`config.mk`:
```
export PLATFORM = sky130hd
export DESIGN_NAME = apb_regbank
export DESIGN_NICKNAME = d
export VERILOG_FILES = /design/src/rtl/apb_regbank.sv
export SDC_FILE = /design/constraint.sdc
export NUM_CORES = 1
export LEC_CHECK = 0
export CORE_ASPECT_RATIO = 0.75
export CORE_MARGIN = 1
export CORE_UTILIZATION = 40
export DETAILED_ROUTE_END_ITERATION = 10
export PLACE_DENSITY = 0.81
export REMOVE_ABC_BUFFERS = 1
export SLEW_MARGIN = 20
export SYNTH_ARGS = -nofsm -noshare
export SYNTH_HDL_FRONTEND = slang
export SYNTH_SLANG_ARGS = --single-unit
```
`constraint.sdc`:
```
create_clock -name I_PCLK -period 2.1 [get_ports I_PCLK]
set_clock_uncertainty 0.2 [all_clocks]
set_input_delay 0.21 -clock I_PCLK [delete_from_list [all_inputs] [get_ports I_PCLK]]
set_output_delay 0.21 -clock I_PCLK [all_outputs]
set_load 0.01 [all_outputs]
```
`src/rtl/apb_regbank.sv`:
```
// APB3 slave register bank: RW config words, RO status words, CTRL and sticky IRQ status.
// Define APB_REGBANK_WAIT_EN to insert WAIT_CYCLES wait states per access.
module apb_regbank #(
  parameter int unsigned ADDR_W      = 12,
  parameter int unsigned N_RW        = 4,
  parameter int unsigned N_RO        = 2,
  parameter int unsigned N_IRQ       = 2,
  parameter int unsigned WAIT_CYCLES = 2
) (
  input  logic                I_PCLK,
  input  logic                I_PRESET,
  input  logic                I_PSEL,
  input  logic                I_PENABLE,
  input  logic                I_PWRITE,
  input  logic [ADDR_W-1:0]   I_PADDR,
  input  logic [31:0]         I_PWDATA,
  output logic [31:0]         O_PRDATA,
  output logic                O_PREADY,
  output logic                O_PSLVERR,
  output logic [N_RW*32-1:0]  O_RW_REGS,
  input  logic [N_RO*32-1:0]  I_RO_DATA,
  input  logic [N_IRQ-1:0]    I_IRQ_EVT,
  output logic                O_CTRL_START,
  output logic                O_CTRL_RESET,
  output logic                O_IRQ
);

  localparam int unsigned CtrlIdx  = N_RW + N_RO;
  localparam int unsigned IstatIdx = CtrlIdx + 1;

  typedef enum logic [0:0] {StIdle, StAccess} state_e;

  state_e                   state_q, state_d;
  logic [N_RW-1:0][31:0]    rw_q, rw_d;
  logic                     irq_en_q, irq_en_d;
  logic [N_IRQ-1:0]         istat_q, istat_d, istat_clr;
  logic                     start_q, start_d;
  logic                     soft_rst_q, soft_rst_d;
  logic                     irq_q, irq_d;

  logic [31:0] word_idx;
  logic        wait_done;
  logic        pready;
  logic        ro_hit;
  logic        err;
  logic        commit;
  logic [31:0] rdata;

  assign word_idx = 32'(I_PADDR[ADDR_W-1:2]);

`ifdef APB_REGBANK_WAIT_EN
  logic [3:0] wcnt_q, wcnt_d;

  assign wait_done = (wcnt_q == 4'd0);

  always_comb begin
    wcnt_d = wcnt_q;
    if (state_q == StIdle) begin
      if (I_PSEL && !I_PENABLE) begin
        wcnt_d = 4'(WAIT_CYCLES);
      end
    end else if (wcnt_q != 4'd0) begin
      wcnt_d = wcnt_q - 4'd1;
    end
  end

  always_ff @(posedge I_PCLK) begin
    if (I_PRESET) begin
      wcnt_q <= 4'd0;
    end else begin
      wcnt_q <= wcnt_d;
    end
  end
`else
  logic unused_wait_cfg;
  assign unused_wait_cfg = |WAIT_CYCLES;
  assign wait_done       = 1'b1;
`endif

  // Reset masks completion so a transfer caught by reset can never commit.
  assign pready = (state_q == StAccess) && wait_done && I_PSEL && I_PENABLE && !I_PRESET;

  always_comb begin
    ro_hit = (word_idx >= N_RW) && (word_idx < N_RW + N_RO);
    err    = (I_PADDR[1:0] != 2'b00) || (word_idx >= N_RW + N_RO + 2) || (I_PWRITE && ro_hit);
  end

  assign commit = pready && I_PWRITE && !err;

  always_comb begin
    state_d = state_q;
    case (state_q)
      StIdle:   if (I_PSEL && !I_PENABLE) state_d = StAccess;
      StAccess: if (pready || !I_PSEL) state_d = StIdle;
      default:  state_d = StIdle;
    endcase
  end

  always_comb begin
    rdata = '0;
    for (int unsigned i = 0; i < N_RW; i++) begin
      if (word_idx == i) rdata = rw_q[i];
    end
    for (int unsigned i = 0; i < N_RO; i++) begin
      if (word_idx == N_RW + i) rdata = I_RO_DATA[32*i +: 32];
    end
    if (word_idx == CtrlIdx) rdata[2] = irq_en_q;
    if (word_idx == IstatIdx) rdata[N_IRQ-1:0] = istat_q;
  end

  always_comb begin
    rw_d       = rw_q;
    irq_en_d   = irq_en_q;
    istat_clr  = '0;
    start_d    = 1'b0;
    soft_rst_d = 1'b0;
    if (commit) begin
      for (int unsigned i = 0; i < N_RW; i++) begin
        if (word_idx == i) rw_d[i] = I_PWDATA;
      end
      if (word_idx == CtrlIdx) begin
        start_d    = I_PWDATA[0];
        soft_rst_d = I_PWDATA[1];
        irq_en_d   = I_PWDATA[2];
      end
      if (word_idx == IstatIdx) istat_clr = I_PWDATA[N_IRQ-1:0];
    end
    // OR-ing events after the clear lets a same-cycle event win.
    istat_d = (istat_q & ~istat_clr) | I_IRQ_EVT;
    irq_d   = (|istat_q) && irq_en_q;
  end

  always_ff @(posedge I_PCLK) begin
    if (I_PRESET) begin
      state_q    <= StIdle;
      rw_q       <= '0;
      irq_en_q   <= 1'b0;
      istat_q    <= '0;
      start_q    <= 1'b0;
      soft_rst_q <= 1'b0;
      irq_q      <= 1'b0;
    end else begin
      state_q    <= state_d;
      rw_q       <= rw_d;
      irq_en_q   <= irq_en_d;
      istat_q    <= istat_d;
      start_q    <= start_d;
      soft_rst_q <= soft_rst_d;
      irq_q      <= irq_d;
    end
  end

  assign O_PREADY     = pready;
  assign O_PSLVERR    = pready && err;
  assign O_PRDATA     = (pready && !I_PWRITE && !err) ? rdata : 32'd0;
  assign O_RW_REGS    = rw_q;
  assign O_CTRL_START = start_q;
  assign O_CTRL_RESET = soft_rst_q;
  assign O_IRQ        = irq_q;

endmodule
```
==> run_results.csv <==
group,metric,value,unit
power,p_int,4.96,mW
clock_tree,cts_inserted_buffers,17,
clock_tree,ctsHoldBuffers,0,
global_route,antenna_found_initial,1,
cells_and_area,final_area,11200,um^2
cells_and_area,syn2layout_area_growth,56.3,%
timing,fin_crit,2.33,ns
synthesis,ys_ff_latch,135,
setup_path,criticalPathCategory,"flop to primary output",
clock_tree,clockBufferDepth,2,
route,routedWlPerCell,19.6,um
route,final_antenna_net_count,0,
timing,slew_violations,0,
placement,placed_cells,1223,
route,route.met2.wl,11.5,mm
timing,setup_tns,-5.35,ns
floorplanning,core_area,17100,um^2
global_route,grt-ovfl-total,0,
run_status,violations,"negative setup slack",
synthesis,yosys_most_used_dff,"dfxtp_1",
floorplanning,io_pins,280,
timing,max_freq,429,MHz
power,power.density,565,nW/um^2
route,first_pass_iters,4,
setup_path,required,1.69,ns
synthesis,syn_avg_cell_area,10.1,um^2
cells_and_area,n_fill_cell,1433,
route,top_signal_layer_used,"met4",
global_route,grt_pass1_vias,6601,
power,switchingPower,1.34,mW
timing,setup_viol,32,
placement,place.gp.congestion,0.821,
timing,rsz0062_at_grt,"true",
power,p_leak,4.80,nW
timing,slew_headroom,64.4,%
synthesis,netlist_area,7140,um^2
power,vdd_drop_max,0.000457,V
floorplanning,die_w,156,um
synthesis,synthArstFlopShare,0,%
placement,numPortBuffers,279,
cells_and_area,nets,1128,
synthesis,synth.distinct_cells,46,
setup_path,arrival,1.92,ns
hold_path,min_path_type,"primary input to flop",
placement,hpwl,17.6,mm
placement,place_area,10500,um^2
route,num_vias,6579,
timing,final.setup.worst_slack,-0.231,ns
power,p_sw_share,21.3,%
floorplanning,rows,41,
clock_tree,cts_sinks,135,
global_route,grt_max_degree,67,
power,comb_power_share,9.9,%
placement,preCtsSetupSlack,-0.691,ns
setup_path,end_kind,"primary output",
synthesis,ys_seq_area_share,37.8,%
cells_and_area,drive_gt1_share,18.3,%
route,wirelength,24.7,mm
clock_tree,root_buffer,"clkbuf_16",
synthesis,ys_warn_count,0,
floorplanning,die_h,118,um
clock_tree,clock_latency,0.41,ns
route,via_per_inst,5.22,
flow_run,cap_violations,0,
timing,worst_pin_slew,0.534,ns
route,drtIter0Drc,311,
power,clkPwrFrac,49.3,%
floorplanning,die_area,18400,um^2
global_route,track_usage,26.8,%
clock_tree,clk_pin_slew,0.06,ns
setup_path,setup.worst_path.start_class,"flop",
route,drc,0,
setup_path,worstPathMaxFanout,6,
global_route,grt_pass1_wl,37.8,mm
cells_and_area,fin_cells,1261,
route,route.layer.met1.wl,10.9,mm
clock_tree,h-tree-depth,4,
clock_tree,cts_tree,"done",
timing,hold_viol_final,0,
synthesis,synth_edf_count,0,
synthesis,postSynthCellCount,705,
floorplanning,start_util,41.7,%
setup_path,ff2ff_path_depth,6,
run_status,status,"complete, but fails checks",
cells_and_area,finish.utilization,65.1,%
route,dr_wl_met3,1.80,mm
timing,period_share,111,%
power,power_frac_seq,40.8,%
hold_path,worstHoldPathCells,3,
==> through the flow <==
step	power, mW	hold WS, ns
2_1_floorplan	2.80	0.0851
3_3_place_gp	3.24	0.274
3_5_place_dp	3.25	0.277
4_1_cts	6.35	0.158
5_1_grt	6.53	0.169
6_report	6.30	0.179
==> Yosys cell counts, types with 3 or more instances <==
| master | instances | share of area, % |
|---|---|---|
| buf_12 | 3 | 0.84 |
| nor3_1 | 4 | 0.28 |
| a22o_1 | 25 | 3.1 |
| nand2_1 | 10 | 0.53 |
| nor2_1 | 5 | 0.26 |
| buf_6 | 3 | 0.47 |
| dfxtp_1 | 135 | 38 |
| nor2b_1 | 9 | 0.79 |
| mux2i_1 | 158 | 22 |
| o21ai_0 | 6 | 0.42 |
| o22ai_1 | 28 | 2.5 |
| mux2_2 | 29 | 4.6 |
| clkbuf_1 | 30 | 1.6 |
| and2_1 | 4 | 0.35 |
| buf_2 | 17 | 1.2 |
| a22oi_1 | 25 | 2.6 |
| nand2b_1 | 163 | 14 |
| nand4_1 | 3 | 0.26 |
| and4_1 | 3 | 0.37 |
| buf_4 | 10 | 1.1 |
==> what timing repair did <==
action                     4_1_cts  5_1_grt
resized for setup              157        3
cloned                           3        0
hold endpoints to repair         0        0
setup endpoints to repair       33       33
setup buffers                    8        1
pin swaps                       23        4
==> power groups by stage <==
stage	Sequential, mW	Clock [mW]	Combinational, mW
after floorplan	2.62	0	0.173
after CTS	2.57	3.16	0.623
after global routing	2.57	3.30	0.662
after detailed placement	2.62	0	0.622
final	2.57	3.11	0.625
after global placement	2.62	0	0.616
==> cells in the final DEF (no fill, tap or decap), types with 8 or more instances in the layout <==
cell / instances
nor2b_1: 8
dfxtp_1: 134
a22oi_1: 25
clkbuf_16: 17
nand2b_1: 163
mux2i_1: 158
buf_12: 17
clkdlybuf4s50_1: 235
a22o_1: 25
mux2_2: 29
buf_2: 32
buf_4: 54
o22ai_1: 28
nand2_1: 9
==> worst paths after layout <==
path / start / endpoint / slack (ns)
worst max-delay path: state_q$_SDFF_PP0_ / O_PRDATA[20] / -0.23
worst min-delay path: I_PRESET / istat_q[1]$_SDFF_PP0_ / 0.18
worst max register to register: state_q$_SDFF_PP0_ / O_RW_REGS[24]$_SDFFE_PP0P_ / 0.15
worst min register to register: O_RW_REGS[9]$_SDFFE_PP0P_ / O_RW_REGS[9]$_SDFFE_PP0P_ / 0.29
==> cell families (layout without fill, tap and decap cells) <==
group / Yosys count / in the layout / synth area share (%)
compound gates: 100 / 100 / 10.6
buf+inv: 66 / 385 / 5.29
flops: 135 / 135 / 37.8
mux: 189 / 189 / 27.4
other cells: 0 / 1 / 0
simple gates: 215 / 215 / 18.9
==> final cells by class <==
type                            count  area, um^2  share of cell area, %
Antenna cell                        1        2.50                 0.0224
Multi-Input combinational cell    504        4100                   36.7
Tap cell                          236         295                   2.65
Inverter                            2        7.51                 0.0673
Sequential cell                   135        2700                   24.2
Clock buffer                       21         460                   4.13
Clock inverter                      9         150                   1.35
Timing Repair Buffer              353        3440                   30.8
==> worst max-delay path, cell delays in order, from the launching register on <==
cell,delay (ns)
dfxtp_2,0.31
and4b_4,0.19
and4_4,0.17
buf_4,0.14
buf_6,0.12
bufbuf_16,0.26
a22o_1,0.18
buf_2,0.13
==> state kept, by name, indices dropped and copies added (netlist names) <==
signal / cells
irq_en_q: 1
O_CTRL_START: 1
O_CTRL_RESET: 1
O_RW_REGS: 128
istat_q: 2
O_IRQ: 1
state_q: 1
==> per-layer routing <==
metal / up-vias / global-route usage, %
li1: 3135 / -
met1: 3186 / 33.9
met2: 224 / 44.1
met3: 34 / 7.22
met4: 0 / 8.27
met5: - / 0
(Power assumes the default switching activity.)
